File: src/rtl/toggle_cmd_sequencer_if.sv
// Bundle of control, feedback and status signals between a test/control
// master and the toggle command sequencer.
interface toggle_cmd_sequencer_if #(
    parameter int MAXLEN = 16,
    parameter int LENW   = 5,
    parameter int PERW   = 8
);
    logic              start;
    logic              abort;
    logic [MAXLEN-1:0] pattern;
    logic [LENW-1:0]   len;
    logic [PERW-1:0]   period;
    logic              fb;
    logic [1:0]        cmd;
    logic              busy;
    logic              done;
    logic              exp;
    logic              err;

    // Controller side: requests runs and supplies the target's feedback.
    modport master (
        output start, abort, pattern, len, period, fb,
        input  cmd, busy, done, exp, err
    );

    // Sequencer side.
    modport slave (
        input  start, abort, pattern, len, period, fb,
        output cmd, busy, done, exp, err
    );
endinterface

File: src/rtl/toggle_cmd_sequencer.sv
// Command sequencer for the two-bit toggle Moore machine: arms the target,
// plays a bit pattern into it one step per period, models the target's
// output and flags any disagreement with the real feedback.
// MAXLEN must be at least 2 (the next pattern bit is read from bit 1).
module toggle_cmd_sequencer #(
    parameter int MAXLEN = 16,
    parameter int LENW   = 5,
    parameter int PERW   = 8
) (
    input logic                   clk,
    input logic                   reset,
    toggle_cmd_sequencer_if.slave bus
);

    typedef enum logic [1:0] {IDLE, ARM, RUN, DONE} state_t;

    state_t            state;
    logic [MAXLEN-1:0] pat_q;
    logic [LENW-1:0]   len_q;
    logic [LENW-1:0]   step_q;
    logic [PERW-1:0]   per_q;
    logic [PERW-1:0]   gap_q;
    logic [1:0]        cmd_q;
    logic              busy_q;
    logic              done_q;
    logic              exp_q;
    logic              err_q;

    logic [LENW-1:0]   len_clamped;
    logic [PERW-1:0]   per_clamped;
    logic              step_first;
    logic              step_last;

    // Clamp the requested length and period before they are latched.
    always_comb begin
        len_clamped = (bus.len > LENW'(MAXLEN)) ? LENW'(MAXLEN) : bus.len;
        per_clamped = (bus.period < PERW'(2)) ? PERW'(2) : bus.period;
    end

    // The gap counter runs P-1 down to 0 within a step; P>=2 keeps the
    // first and last cycle of a step distinct.
    assign step_first = (gap_q == (per_q - PERW'(1)));
    assign step_last  = (gap_q == '0);

    // Sequencer FSM with all outputs registered.
    always_ff @(posedge clk) begin
        if (reset) begin
            state  <= IDLE;
            pat_q  <= '0;
            len_q  <= '0;
            per_q  <= '0;
            step_q <= '0;
            gap_q  <= '0;
            cmd_q  <= 2'b00;
            busy_q <= 1'b0;
            done_q <= 1'b0;
            exp_q  <= 1'b0;
            err_q  <= 1'b0;
        end else begin
            case (state)
                IDLE: begin
                    cmd_q  <= 2'b00;
                    busy_q <= 1'b0;
                    done_q <= 1'b0;
                    if (bus.start) begin
                        pat_q  <= bus.pattern;
                        len_q  <= len_clamped;
                        per_q  <= per_clamped;
                        err_q  <= 1'b0;
                        cmd_q  <= 2'b10;
                        busy_q <= 1'b1;
                        state  <= ARM;
                    end
                end

                ARM: begin
                    if (bus.abort) begin
                        cmd_q  <= 2'b00;
                        busy_q <= 1'b0;
                        state  <= IDLE;
                    end else begin
                        exp_q <= 1'b0;
                        if (len_q == '0) begin
                            cmd_q  <= 2'b00;
                            done_q <= 1'b1;
                            state  <= DONE;
                        end else begin
                            cmd_q  <= pat_q[0] ? 2'b01 : 2'b00;
                            step_q <= '0;
                            gap_q  <= per_q - PERW'(1);
                            state  <= RUN;
                        end
                    end
                end

                RUN: begin
                    if (bus.abort) begin
                        cmd_q  <= 2'b00;
                        busy_q <= 1'b0;
                        state  <= IDLE;
                    end else begin
                        if (step_first) begin
                            exp_q <= exp_q ^ pat_q[0];
                        end
                        if (step_last) begin
                            if (bus.fb != exp_q) begin
                                err_q <= 1'b1;
                            end
                            if (step_q == (len_q - LENW'(1))) begin
                                cmd_q  <= 2'b00;
                                done_q <= 1'b1;
                                state  <= DONE;
                            end else begin
                                step_q <= step_q + LENW'(1);
                                pat_q  <= pat_q >> 1;
                                cmd_q  <= pat_q[1] ? 2'b01 : 2'b00;
                                gap_q  <= per_q - PERW'(1);
                            end
                        end else begin
                            cmd_q <= 2'b00;
                            gap_q <= gap_q - PERW'(1);
                        end
                    end
                end

                DONE: begin
                    cmd_q  <= 2'b00;
                    done_q <= 1'b0;
                    busy_q <= 1'b0;
                    state  <= IDLE;
                end

                default: begin
                    cmd_q  <= 2'b00;
                    busy_q <= 1'b0;
                    done_q <= 1'b0;
                    state  <= IDLE;
                end
            endcase
        end
    end

    assign bus.cmd  = cmd_q;
    assign bus.busy = busy_q;
    assign bus.done = done_q;
    assign bus.exp  = exp_q;
    assign bus.err  = err_q;

endmodule

File: src/flat_wrapper.sv
// flat-port wrapper written by rule: the top's interface ports become plain ports
module toggle_cmd_sequencer_flat 
#(
    parameter int MAXLEN = 16,
    parameter int LENW   = 5,
    parameter int PERW   = 8
)
  (clk, reset, bus_start, bus_abort, bus_pattern, bus_len, bus_period, bus_fb, bus_cmd, bus_busy, bus_done, bus_exp, bus_err);
  toggle_cmd_sequencer_if #(.MAXLEN(MAXLEN), .LENW(LENW), .PERW(PERW)) bus_i ();
  input logic clk;
  input logic reset;
  input wire logic [$bits(bus_i.start)-1:0] bus_start;
  input wire logic [$bits(bus_i.abort)-1:0] bus_abort;
  input wire logic [$bits(bus_i.pattern)-1:0] bus_pattern;
  input wire logic [$bits(bus_i.len)-1:0] bus_len;
  input wire logic [$bits(bus_i.period)-1:0] bus_period;
  input wire logic [$bits(bus_i.fb)-1:0] bus_fb;
  output wire logic [$bits(bus_i.cmd)-1:0] bus_cmd;
  output wire logic [$bits(bus_i.busy)-1:0] bus_busy;
  output wire logic [$bits(bus_i.done)-1:0] bus_done;
  output wire logic [$bits(bus_i.exp)-1:0] bus_exp;
  output wire logic [$bits(bus_i.err)-1:0] bus_err;
  assign bus_i.start = bus_start;
  assign bus_i.abort = bus_abort;
  assign bus_i.pattern = bus_pattern;
  assign bus_i.len = bus_len;
  assign bus_i.period = bus_period;
  assign bus_i.fb = bus_fb;
  assign bus_cmd = bus_i.cmd;
  assign bus_busy = bus_i.busy;
  assign bus_done = bus_i.done;
  assign bus_exp = bus_i.exp;
  assign bus_err = bus_i.err;
  toggle_cmd_sequencer #(.MAXLEN(MAXLEN), .LENW(LENW), .PERW(PERW)) u_core (.clk(clk), .reset(reset), .bus(bus_i));
endmodule
File: config.mk
export PLATFORM = sky130hd
export DESIGN_NAME = toggle_cmd_sequencer_flat
export DESIGN_NICKNAME = d
export VERILOG_FILES = /design/src/rtl/toggle_cmd_sequencer_if.sv /design/src/rtl/toggle_cmd_sequencer.sv /design/src/flat_wrapper.sv
export SDC_FILE = /design/constraint.sdc
export NUM_CORES = 1
export LEC_CHECK = 0
export CORE_AREA = 8 8 93 95
export CTS_BUF_LIST = sky130_fd_sc_hd__clkbuf_8 sky130_fd_sc_hd__clkbuf_16
export DETAILED_ROUTE_END_ITERATION = 10
export DIE_AREA = 0 0 101 103
export PLACE_DENSITY = 0.66
export SKIP_LAST_GASP = 1
export SYNTH_ARGS = -nofsm -noshare
export SYNTH_HDL_FRONTEND = slang
export SYNTH_SLANG_ARGS = --single-unit
File: constraint.sdc
create_clock -name clk -period 2.37 [get_ports clk]
set_input_delay 0.474 -clock clk [delete_from_list [all_inputs] [get_ports clk]]
set_output_delay 0.474 -clock clk [all_outputs]
set_load 0.02 [all_outputs]
## Word level (Yosys, flattened, before mapping)

Cells that the tools add are included.
Widths: inputs -> output; s select.

- Bits in registers: 50
- Input bits: 34
- Logic and storage cells: 106

- $add $sub $neg: 4
- Order comparisons: 2
- Equal/unequal tests: 20
- Mux-type cells: 53
- Bitwise gates (word level): 1
- Reduce and logical (&&, ||, !) cells: 15

Operators with widths:

| operator | count |
|---|---|
| $mux 16 | 4 |
| $mux 8 | 6 |
| $pmux 16 s2 | 1 |
| $mux 5 | 6 |
| $mux 2 | 11 |
| $reduce_and 5->1 | 4 |
| $mux 1 | 17 |
| $pmux 2 s4 | 2 |
| $pmux 8 s2 | 1 |
| $sub 8x1->8 const B | 2 |
| $ne 2x1->1 const B | 6 |
| $ne 2x2->1 const B | 5 |
| $pmux 5 s2 | 1 |
| $eq 8x8->1 | 1 |
| $logic_not 8->1 | 1 |
| $lt 8x2->1 const B | 1 |
| $ne 3x2->1 const B | 2 |
| $pmux 1 s3 | 2 |
| $reduce_and 6->1 | 1 |
| $add 5x1->5 const B | 1 |
| $eq 5x5->1 | 1 |
| $gt 5x5->1 const B | 1 |
| $logic_not 5->1 | 1 |
| $sub 5x1->5 const B | 1 |
| 12 further kinds | 16 |

## Logic depth before layout (Yosys ltp)

Gate-level depths: netlist of run 1.

- Depth after elaboration: 6
- Gate-level depth with buffers: 10
- Mapped depth without buffers: 8

## Worst setup path after synthesis of run 1

Ideal clock, no wire load.

- Kind: register to register
- Start point: register u_core.gap_q[0]
- End point: register u_core.pat_q[6]
- Setup time: 0.152 ns
- Arrival time: 2.287 ns
- Required time: 2.218 ns
- Slack: -0.068 ns
- Stages on the path, launching flop included: 11
- Buffers on the path: 2
- Period minus slack after synthesis: 2.438 ns
- Cells stage by stage: dfxtp_1 inv_1 ha_1 or4b_1 buf_2 or4_4 nor2_4 a21oi_1 nor2_2 buf_6 a221oi_1

- Longest elaborated chain between the ends: 3

Ends and longest elaborated chain:

| what | RTL line | text |
|---|---|---|
| from (decl) | toggle_cmd_sequencer.sv:22 | `logic [PERW-1:0] gap_q;` |
| from (signal assigned) | toggle_cmd_sequencer.sv:90 | `gap_q <= per_q - PERW'(1);` |
| from (signal assigned) | toggle_cmd_sequencer.sv:117 | `gap_q <= per_q - PERW'(1);` |
| from (signal assigned) | toggle_cmd_sequencer.sv:121 | `gap_q <= gap_q - PERW'(1);` |
| $logic_not 8->1 | toggle_cmd_sequencer.sv:43 | `assign step_last = (gap_q == '0);` |
| $ne 2x1->1 (no line) | n/a |  |
| $reduce_and 5->1 (no line) | n/a |  |
| to (signal assigned) | toggle_cmd_sequencer.sv:66 | `pat_q <= bus.pattern;` |
| to (signal assigned) | toggle_cmd_sequencer.sv:115 | `pat_q <= pat_q >> 1;` |
| to (decl) | toggle_cmd_sequencer.sv:18 | `logic [MAXLEN-1:0] pat_q;` |

Every way passes these cells.
A chain may end at the register's enable or synchronous reset.

## Worst setup path in the final report of run 1

- Start point: register u_core.gap_q[1]
- End point: register u_core.done_q, in the netlist u_core.bus.done

- Longest elaborated chain between the ends: 3

Ends and longest elaborated chain:

| what | RTL line | text |
|---|---|---|
| $logic_not 8->1 | toggle_cmd_sequencer.sv:43 |  |
| $ne 2x1->1 (no line) | n/a |  |
| $reduce_and 5->1 (no line) | n/a |  |
| to (signal assigned) | toggle_cmd_sequencer.sv:56 | `done_q <= 1'b0;` |
| to (signal assigned) | toggle_cmd_sequencer.sv:64 | `done_q <= 1'b0;` |
| to (signal assigned) | toggle_cmd_sequencer.sv:85 | `done_q <= 1'b1;` |
| to (decl) | toggle_cmd_sequencer.sv:25 | `logic done_q;` |

Every way passes these cells.

==> reports/metrics.yaml, run 1 <==
cells_and_area:
  postLayoutCoreUtil_pct: 58.7
  syn_to_final_growth_pct: 33.0
  final_common_cell: "nand2_1"
  regArea_mm2: 0.00101
  finalInstanceArea_mm2: 0.00419
  nFillCells: 680
  most-common-layout-cells: "56 x nand2_1, 45 x dfxtp_1, 42 x buf_4, 38 x nor2_1, 38 x clkdlybuf4s50_1"
  stdcell_count: 573
  fin_nets: 515
  multi_input_area_mm2: 0.00206
  num_antenna_cells: 0
  drive_above_1_share_pct: 22.8
drt:
  drc: 0
  drt_iter0_drc: 186
  ant_nets: 0
  first_pass_iters: 4
  vias_per_cell: 5.54
  wirelength_um: 9080
  num_vias: 3175
  wl_per_cell_um: 15.8
worst_setup_path:
  rr_startpoint: "u_core.gap_q[1]"
  cpMostUsedCell: "buf_4"
  r2r_slack_ns: -0.07
  worstRegToRegCells: 10
  cp_num_cells: 10
  endpoint_kind: "flop"
  worstSetupStartpointType: "flop"
  critPathBufInv: 3
  arrival_ns: 2.67
  required_ns: 2.61
  slowest_stage: "or4_4"
  cpLargestDelayFamily: "simple AND/OR/NAND/NOR gates"
  critical_path_class: "flop to flop"
  r2r_end: "u_core.bus.done"
  worstPathMaxFanout: 4
  path_cells: "inv_2 -> ha_4 -> or4b_4 -> or4_4 -> nor2_4 -> buf_4 -> buf_4 -> nand2_1 -> a21oi_1 -> mux2i_1"
  slowest_delay_ns: 0.53
floorplanning:
  die_area_mm2: 0.0104
  initial_core_util_pct: 44.2
  io_pins: 40
  die_x_um: 101
  die_h_um: 103
  rows: 31
  coreArea_mm2: 0.00714
global_route:
  grt_max_degree: 27
  antenna_found_initial: 0
  met2_usage_pct: 30.4
  grt_pass1_wl_um: 14700
  grtUsageMet1_pct: 21.9
  grt_use_met3_pct: 2.63
  grt-busiest-layer: "met2"
  grt_overflow: 0
  first_global_vias: 3067
  grtUsageTotal_pct: 17.4
clocking:
  clock_sinks: 50
  cts_tree: "yes"
  clockRootBuffer: "clkbuf_8"
  clkTransAtPathRegs_ns: 0.09
  clockBufferDepth: 2
  clk_latency_ns: 0.31
  h-tree-depth: 2
  hold_buffers: 0
  cts_made_buffers: 5
run_status:
  violations: "negative setup slack"
  status: "finished, violations left"
placed_design:
  dp_slack_ns: -0.0258
  dp.cells: 552
  dp_hpwl_um: 6480
  gp_congestion: 0.914
  portBuffers: 39
  placed_area_mm2: 0.00384
sta:
  worst_pin_slew_ns: 0.687
  drv_slew: 0
  hold_viol_final: 0
  rsz0062_at_grt: "yes"
  skew_ns: 0.00864
  setup_violations: 18
  setup_ws_ns: -0.0661
  finalCriticalPeriod_ns: 2.44
  clock.fmax_mhz: 410
  hold-worst-slack_ns: 0.475
  min_period_over_period_pct: 103
  slew_headroom_pct: 53.8
worst_hold_path:
  hold_class: "flop to flop"
  min_path_cells: 2
  hold-path-endpoint: "u_core.pat_q[5]"
  hp-start: "u_core.pat_q[5]"
logic_synthesis:
  ys_warn_count: 0
  synth-main-ff-cell: "dfxtp_1"
  yosysUniqueCellTypes: 60
  ys_async_sr_fraction_pct: 0
  synth_seq_cells: 50
  synth_cells: 404
  syn_avg_cell_area_um2: 7.80
  ys_seq_area_share_pct: 31.7
  synthesis.area_mm2: 0.00315
  synth_nets: 446
  synth_edf_count: 0
power_and_ir_drop:
  ir_drop_mv: 0.422
  combPwrFrac_pct: 39.8
  power_switching_w: 0.000902
  pwr-share-clk_pct: 22.5
  intPower_w: 0.00175
  seq_power_share_pct: 37.7
  powerDensity_mw_per_mm2: 632
  sw_frac_of_total_pct: 34.0
  p_leak_nw: 1.61
run:
  maxCapViolCount: 0
==> metrics by stage <==
step	total power, W	setup TNS, ns
after floorplan	0.00162	0
after global routing	0.00280	-2.17
after global placement	0.00189	0
final	0.00265	-0.359
after detailed placement	0.00191	-0.109
after CTS	0.00253	0
==> worst max path at each step <==
stage,end,startpoint
CTS,u_core.bus.exp,u_core.per_q[0]
global route,u_core.state[1],u_core.gap_q[1]
detailed placement,u_core.pat_q[7],u_core.gap_q[0]
global placement,u_core.pat_q[3],u_core.gap_q[0]
finish,u_core.bus.done,u_core.gap_q[1]
floorplan,u_core.step_q[2],u_core.gap_q[0]
==> synth_stat cells (3+ instances only) <==
library cell / number / area share (%)
nand2_1: 56 / 6.7
dfxtp_1: 50 / 32
nor2_1: 38 / 4.5
o21ai_0: 31 / 4.9
inv_1: 28 / 3.3
a21oi_1: 27 / 4.3
clkbuf_1: 21 / 2.5
nor3_1: 10 / 1.6
xnor2_1: 10 / 2.8
a221oi_2: 9 / 4.3
ha_1: 8 / 3.2
nor4_1: 8 / 1.6
xor2_1: 8 / 2.2
a221oi_1: 7 / 1.9
a31oi_1: 6 / 1.2
nand3_1: 6 / 0.95
or3_1: 6 / 1.2
a22oi_1: 5 / 1.2
nand2b_1: 5 / 0.99
nand3b_1: 4 / 0.95
a211oi_1: 3 / 0.71
a21o_1: 3 / 0.71
mux2i_1: 3 / 0.95
nand4_1: 3 / 0.60
nor2b_1: 3 / 0.60
o211ai_1: 3 / 0.71
==> layout make-up <==
cell class	instances	area share (%)
clock inverters	3	0.895
clock buffers	5	1.64
repair buffers	89	18.9
well taps	99	2.95
multi-input cells	299	49.0
flip-flops and latches	50	24.0
inverters	28	2.51
==> power groups by stage <==
stage,Clock (W),Sequential (W),Combinational [W]
after global placement,0,0.00101,0.000885
after global routing,0.000642,0.00101,0.00115
final,0.000597,0.000999,0.00105
after detailed placement,0,0.00101,0.000902
after floorplan,0,0.000988,0.000636
after CTS,0.000607,0.000992,0.000928
==> flip-flops by register name, summed over array words and instances (netlist names), 2 cells and up <==
register,count
u_core.pat_q,16
u_core.gap_q,8
u_core.per_q,8
u_core.len_q,5
u_core.step_q,5
u_core.bus.cmd,2
u_core.state,2
==> worst register-to-register path: stages, from the launching register on <==
cell	delay (ns)
dfxtp_2	0.34
inv_2	0.06
ha_4	0.14
or4b_4	0.48
or4_4	0.53
nor2_4	0.20
buf_4	0.14
buf_4	0.09
nand2_1	0.05
a21oi_1	0.17
mux2i_1	0.19
==> timing repair <==
action,in CTS,in global routing
pin swaps,1,20
setup endpoints to repair,15,26
endpoints found under the hold margin,0,0
setup buffers,5,8
resized for setup,2,31
==> logic make-up (layout without fill, tap and decap cells) <==
group / count (synthesis) / count (layout) / share of synthesized area [%]
simple gates: 157 / 157 / 24.7
compound gates: 110 / 110 / 25.2
buf+inv: 55 / 125 / 7.22
flops: 50 / 50 / 31.7
xor+xnor: 20 / 20 / 6.59
fa+ha+maj: 8 / 8 / 3.17
mux: 4 / 4 / 1.31
==> layer usage <==
layer  up-vias  part of all wire, %
met4         0                  1.2
met5         -                    0
li1       1568                    -
met3         9                  3.9
met1      1515                   46
met2        83                   49
Note: power is estimated with default switching activity, not from simulation.
==> run 2, diff against run 1 <==
Settings changed: CTS_BUF_LIST sky130_fd_sc_hd__clkbuf_8 sky130_fd_sc_hd__clkbuf_16 to sky130_fd_sc_hd__clkbuf_16.
==> reports/metrics.yaml, run 2 (synthesized netlist as in run 1, its figures left out) <==
worst_setup_path:
  worstSetupStartpointType: "flop"
  critPathBufInv: 3  # unchanged
  path_cells: "inv_2 -> ha_4 -> or4b_4 -> or4_4 -> nor2_4 -> buf_6 -> a21oi_4 -> nor2_4 -> buf_6 -> a221oi_2"
  worstPathMaxFanout: 7  # +3
  slowest_stage: "or4_4"
  cpLargestDelayFamily: "simple AND/OR/NAND/NOR gates"
  arrival_ns: 2.55  # -0.12 ns
  required_ns: 2.52  # -0.09 ns
  critical_path_class: "flop to flop"
  endpoint_kind: "flop"
  slowest_delay_ns: 0.53  # about the same
global_route:
  grt_overflow: 0  # unchanged
  first_global_vias: 3105  # +1.2%
  antenna_found_initial: 0  # unchanged
  grt_max_degree: 27  # unchanged
  grt_pass1_wl_um: 14800  # +1.1%
  grtUsageTotal_pct: 17.5  # +0.11 points
cells_and_area:
  nFillCells: 668  # -1.8%
  postLayoutCoreUtil_pct: 59.1  # +0.37 points
  top_register: "u_core.pat_q"
  final_common_cell: "nand2_1"
  multi_input_area_mm2: 0.00205  # -0.30%
  syn_to_final_growth_pct: 33.8
  regArea_mm2: 0.00101  # -0.13%
  fin_nets: 513  # -0.39%
  drive_above_1_share_pct: 22.0  # -0.75 points
  most-common-layout-cells: "56 x nand2_1, 46 x dfxtp_1, 42 x buf_4, 38 x nor2_1, 38 x clkdlybuf4s50_1"
  reg_top3: "u_core.pat_q x16, u_core.gap_q x8, u_core.per_q x8"
  largest_reg_flops: 16  # unchanged
  num_antenna_cells: 0  # unchanged
drt:
  wl_per_cell_um: 15.8  # about the same
  vias_per_cell: 5.50  # -0.76%
  ant_nets: 0  # unchanged
  first_pass_iters: 4  # unchanged
  num_vias: 3140  # -1.1%
  drt_iter0_drc: 198  # +6.5%
  wirelength_um: 9040  # -0.42%
  drc: 0  # unchanged
floorplanning:
  initial_core_util_pct: 44.2  # unchanged
  die_h_um: 103  # unchanged
  die_area_mm2: 0.0104  # unchanged
  coreArea_mm2: 0.00714  # unchanged
  io_pins: 40  # unchanged
  rows: 31  # unchanged
  die_x_um: 101  # unchanged
clocking:
  cts_tree: "yes"
  clockRootBuffer: "clkbuf_16"
  cts_made_buffers: 5  # unchanged
  clockBufferDepth: 2  # unchanged
  clock_sinks: 50  # unchanged
  clk_latency_ns: 0.29  # -0.02 ns
  h-tree-depth: 2  # unchanged
  clkTransAtPathRegs_ns: 0.07  # -0.02 ns
power_and_ir_drop:
  powerDensity_mw_per_mm2: 671  # +6.2%
  ir_drop_mv: 0.335  # -21%
  p_leak_nw: 1.62  # +0.72%
sta:
  min_period_over_period_pct: 101  # -1.3 points
  rsz0062_at_grt: "yes"
  setup_ws_ns: -0.0350  # +0.0312 ns
  slew_headroom_pct: 54.2  # +0.43 points
  setup_violations: 17  # -1
  clock.fmax_mhz: 416  # +1.3%
  hold_viol_final: 0  # unchanged
  drv_slew: 0  # unchanged
  finalCriticalPeriod_ns: 2.40  # -0.0311 ns
  skew_ns: 0.00773  # -0.000912 ns
  worst_pin_slew_ns: 0.681  # -0.00638 ns
placed_design:
  portBuffers: 39  # unchanged
  dp_slack_ns: -0.0258  # unchanged
  dp_hpwl_um: 6480  # unchanged
  gp_congestion: 0.914  # unchanged
run:
  maxCapViolCount: 0  # unchanged
run_status:
  violations: "negative setup slack"
  status: "finished, violations left"
worst_hold_path:
  hold_class: "flop to flop"
[run 2: cell types whose count changed in the layout (fill, tap and decap cells not counted), sizes merged]
| cell | before | now |
|---|---|---|
| buf | 51 | 49 |
[run 2: worst paths after layout]
kind                            to              from  slack, ns  cells past startpoint
setup reg to reg   u_core.pat_q[2]   u_core.gap_q[1]      -0.03                     10
hold reg to reg   u_core.pat_q[10]  u_core.pat_q[10]       0.47                      2
setup / recovery   u_core.pat_q[2]   u_core.gap_q[1]      -0.03                     10
hold / removal    u_core.pat_q[10]  u_core.pat_q[10]       0.47                      2
[run 2: worst reg2reg max path, stage by stage, from the launching register on]
cell	delay, ns
dfxtp_2	0.32
inv_2	0.06
ha_4	0.14
or4b_4	0.48
or4_4	0.53
nor2_4	0.19
buf_6	0.13
a21oi_4	0.05
nor2_4	0.14
buf_6	0.16
a221oi_2	0.06
[run 2: area by class of cell]
| type | instances | share of cell area [%] |
|---|---|---|
| clock buffer | 5 | 2.97 |
| clock inverter | 3 | 0.890 |
| inverter | 28 | 2.49 |
| multi-input combinational | 299 | 48.6 |
| sequential | 50 | 23.8 |
| tap | 99 | 2.94 |
| timing repair buffer | 87 | 18.3 |
[run 2: timing repair]
item / CTS / global route
pin swaps: 1 / 18
hold buffers: 0 / 0
resized for setup: 2 / 27
endpoints found under the setup margin: 16 / 27
setup buffers: 5 / 6
[run 2: per-layer routing]
| metal | global-route usage [%] | vias up | wire length, µm |
|---|---|---|---|
| met2 | 31.2 | 90 | 4480 |
| met5 | 0 | - | 0 |
| met3 | 2.57 | 13 | 367 |
| met4 | 4.35 | 0 | 129 |
| met1 | 21.6 | 1475 | 4060 |
| li1 | - | 1562 | - |
[run 2: per-stage QoR]
step                std cells  hold slack, ns  power [W]  instance area (µm²)  TNS [ns]
global placement          552           0.446    0.00189                 3840         0
detailed placement        552           0.453    0.00191                 3840    -0.109
global route              571           0.481    0.00298                 4220     -1.61
CTS                       565           0.462    0.00274                 4050         0
finish                    571           0.468    0.00283                 4220    -0.266
floorplan                 404           0.439    0.00162                 3190         0
[run 2: power breakdown]
| part | switching, W | internal [W] | total (W) | leakage (nW) |
|---|---|---|---|---|
| combinational | 0.000526 | 0.000506 | 0.00103 | 1.12 |
| clock | 0.000310 | 0.000491 | 0.000801 | 0.0864 |
| sequential | 0.0000770 | 0.000921 | 0.000998 | 0.411 |
| total | 0.000914 | 0.00192 | 0.00283 | 1.62 |
==> run 3, diff against run 2 <==
Settings changed: CORE_AREA 8 8 93 95 to 8 8 84 105, DIE_AREA 0 0 101 103 to 0 0 92 113, GPL_TIMING_DRIVEN set to 0, PLACE_DENSITY 0.66 to 0.64.
Clock period 2.37 ns to 2.31 ns, I/O delays scaled along.
==> reports/metrics.yaml, run 3 (synthesized netlist as in run 1, its figures left out) <==
run_status:
  status: "finished, violations left"
  violations: "negative setup slack"
run:
  maxCapViolCount: 0  # unchanged
global_route:
  grt_max_degree: 16  # -41%
  grt_overflow: 0  # unchanged
  first_global_vias: 3226  # +3.9%
  grtUsageTotal_pct: 17.5  # -0.080 points
  grt_pass1_wl_um: 14900  # +0.61%
  antenna_found_initial: 0  # unchanged
sta:
  hold_viol_final: 0  # unchanged
  worst_pin_slew_ns: 0.710  # +0.0292 ns
  setup_violations: 18  # +1
  hold-worst-slack_ns: 0.469  # +0.00178 ns
  min_period_over_period_pct: 103  # +1.1 points
  slew_headroom_pct: 52.7  # -1.5 points
  skew_ns: 0.00769  # -0.0000384 ns
  rsz0062_at_grt: "yes"
  clock.fmax_mhz: 422  # +1.5%
  finalCriticalPeriod_ns: 2.37  # -0.0355 ns
  drv_slew: 0  # unchanged
  setup_ws_ns: -0.0594  # -0.0245 ns
clocking:
  cts_tree: "yes"
  cts_made_buffers: 5  # unchanged
  clockBufferDepth: 2  # unchanged
  clockRootBuffer: "clkbuf_16"
  clk_latency_ns: 0.29  # about the same
  clock_sinks: 50  # unchanged
  clkTransAtPathRegs_ns: 0.07  # about the same
  h-tree-depth: 2  # unchanged
floorplanning:
  initial_core_util_pct: 43.9  # -0.28 points
  io_pins: 40  # unchanged
  die_h_um: 113  # +9.7%
  rows: 35  # +13%
  die_x_um: 92  # -8.9%
  die_area_mm2: 0.0104  # about the same
  coreArea_mm2: 0.00718  # +0.63%
cells_and_area:
  largest_reg_flops: 16  # unchanged
  stdcell_count: 563  # -1.4%
  finalInstanceArea_mm2: 0.00437  # +3.5%
  drive_above_1_share_pct: 22.5  # +0.47 points
  final_common_cell: "nand2_1"
  fin_nets: 513  # unchanged
  num_antenna_cells: 0  # unchanged
  most-common-layout-cells: "56 x nand2_1, 43 x dfxtp_1, 39 x clkdlybuf4s50_1, 37 x nor2_1, 29 x o21ai_0"
  top_register: "u_core.pat_q"
  reg_top3: "u_core.pat_q x16, u_core.gap_q x8, u_core.per_q x8"
  syn_to_final_growth_pct: 38.5
drt:
  first_pass_iters: 4  # unchanged
  drt_iter0_drc: 156  # -21%
  wirelength_um: 9580  # +5.9%
  drc: 0  # unchanged
  ant_nets: 0  # unchanged
  vias_per_cell: 5.68  # +3.3%
  wl_per_cell_um: 17.0  # +7.4%
  num_vias: 3198  # +1.8%
worst_setup_path:
  path_cells: "inv_4 -> ha_4 -> or4b_4 -> or4_4 -> nor2_4 -> buf_6 -> a21oi_4 -> nor2_4 -> buf_6 -> a221oi_2"
  r2r_end: "u_core.pat_q[5]"
  critical_path_class: "flop to flop"
  arrival_ns: 2.51  # -0.04 ns
  cp_num_cells: 10  # unchanged
  endpoint_kind: "flop"
  slowest_stage: "or4b_4"
  slowest_delay_ns: 0.48  # -0.05 ns
  worstSetupStartpointType: "flop"
  worstPathMaxFanout: 5  # -2
  required_ns: 2.45  # -0.07 ns
  r2r_slack_ns: -0.06  # -0.02 ns
  startpoint: "u_core.gap_q[0]"
  critPathCapture: "u_core.pat_q[5]"
  worstRegToRegCells: 10  # unchanged
  critPathBufInv: 3  # unchanged
  cpLargestDelayFamily: "simple AND/OR/NAND/NOR gates"
  rr_startpoint: "u_core.gap_q[0]"
placed_design:
  dp.cells: 535  # -3.1%
  portBuffers: 39  # unchanged
  dp_slack_ns: -0.378  # -0.352 ns
  gp_congestion: 0.862  # -5.7%
  placed_area_mm2: 0.00371  # -3.4%
  dp_hpwl_um: 6490  # +0.28%
power_and_ir_drop:
  p_leak_nw: 1.63  # +0.62%
  powerDensity_mw_per_mm2: 692  # +3.1%
  p_total_w: 0.00302  # +6.7%
  ir_drop_mv: 0.389  # +16%
worst_hold_path:
  hold_class: "flop to flop"
## run 3: per-stage QoR
step,TNS [ns],util [%]
after global placement,-5.05,51.7
after detailed placement,-5.71,51.7
after global routing,-2.42,60.8
after floorplan,-0.376,-
after CTS,-2.88,58.0
final,-0.849,60.8
## run 3: how the worst min path moves through the flow
stage,startpoint,end,cells past startpoint
after detailed placement,u_core.pat_q[14],u_core.pat_q[14],2
after CTS,u_core.pat_q[10],u_core.pat_q[10],2
after global routing,u_core.pat_q[4],u_core.pat_q[4],2
final,u_core.pat_q[6],u_core.pat_q[6],2
after global placement,u_core.pat_q[14],u_core.pat_q[14],2
after floorplan,u_core.pat_q[10],u_core.pat_q[10],2
## run 3: power breakdown
part	switching, W	leakage, nW	internal (W)
sequential	0.0000676	0.413	0.000946
clock	0.000330	0.0799	0.000507
combinational	0.000614	1.14	0.000557
total	0.00101	1.63	0.00201
## run 3: final cells by class
| type | instances | area [µm²] |
|---|---|---|
| Buffer | 23 | 126 |
| Tap cell | 92 | 115 |
| Multi-Input combinational cell | 300 | 2200 |
| Clock buffer | 5 | 125 |
| Fill cell | 665 | 2820 |
| Timing Repair Buffer | 63 | 631 |
| Sequential cell | 50 | 1010 |
| Clock inverter | 2 | 38.8 |
| Inverter | 28 | 113 |
## run 3: timing repair
| action | in CTS | in global routing |
|---|---|---|
| hold buffers | 0 | 0 |
| endpoints found under the setup margin | 33 | 34 |
| pin swaps | 24 | 16 |
| setup buffers | 14 | 9 |
| gates cloned | 2 | 1 |
| resized for setup | 31 | 39 |
| hold endpoints to repair | 0 | 0 |
## run 3: per-layer routing
| metal | up-vias | part of all wire [%] | global-route usage [%] |
|---|---|---|---|
| met3 | 21 | 2.7 | 2.65 |
| met4 | 0 | 3.1 | 7.44 |
| met1 | 1545 | 42 | 18.8 |
| met5 | - | 0 | 0 |
| met2 | 66 | 52 | 32.6 |
| li1 | 1566 | - | - |
## run 3: worst reg2reg max path: stages, from the launching register on
cell,delay [ns]
dfxtp_4,0.35
inv_4,0.06
ha_4,0.12
or4b_4,0.48
or4_4,0.47
nor2_4,0.14
buf_6,0.12
a21oi_4,0.05
nor2_4,0.20
buf_6,0.17
a221oi_2,0.05
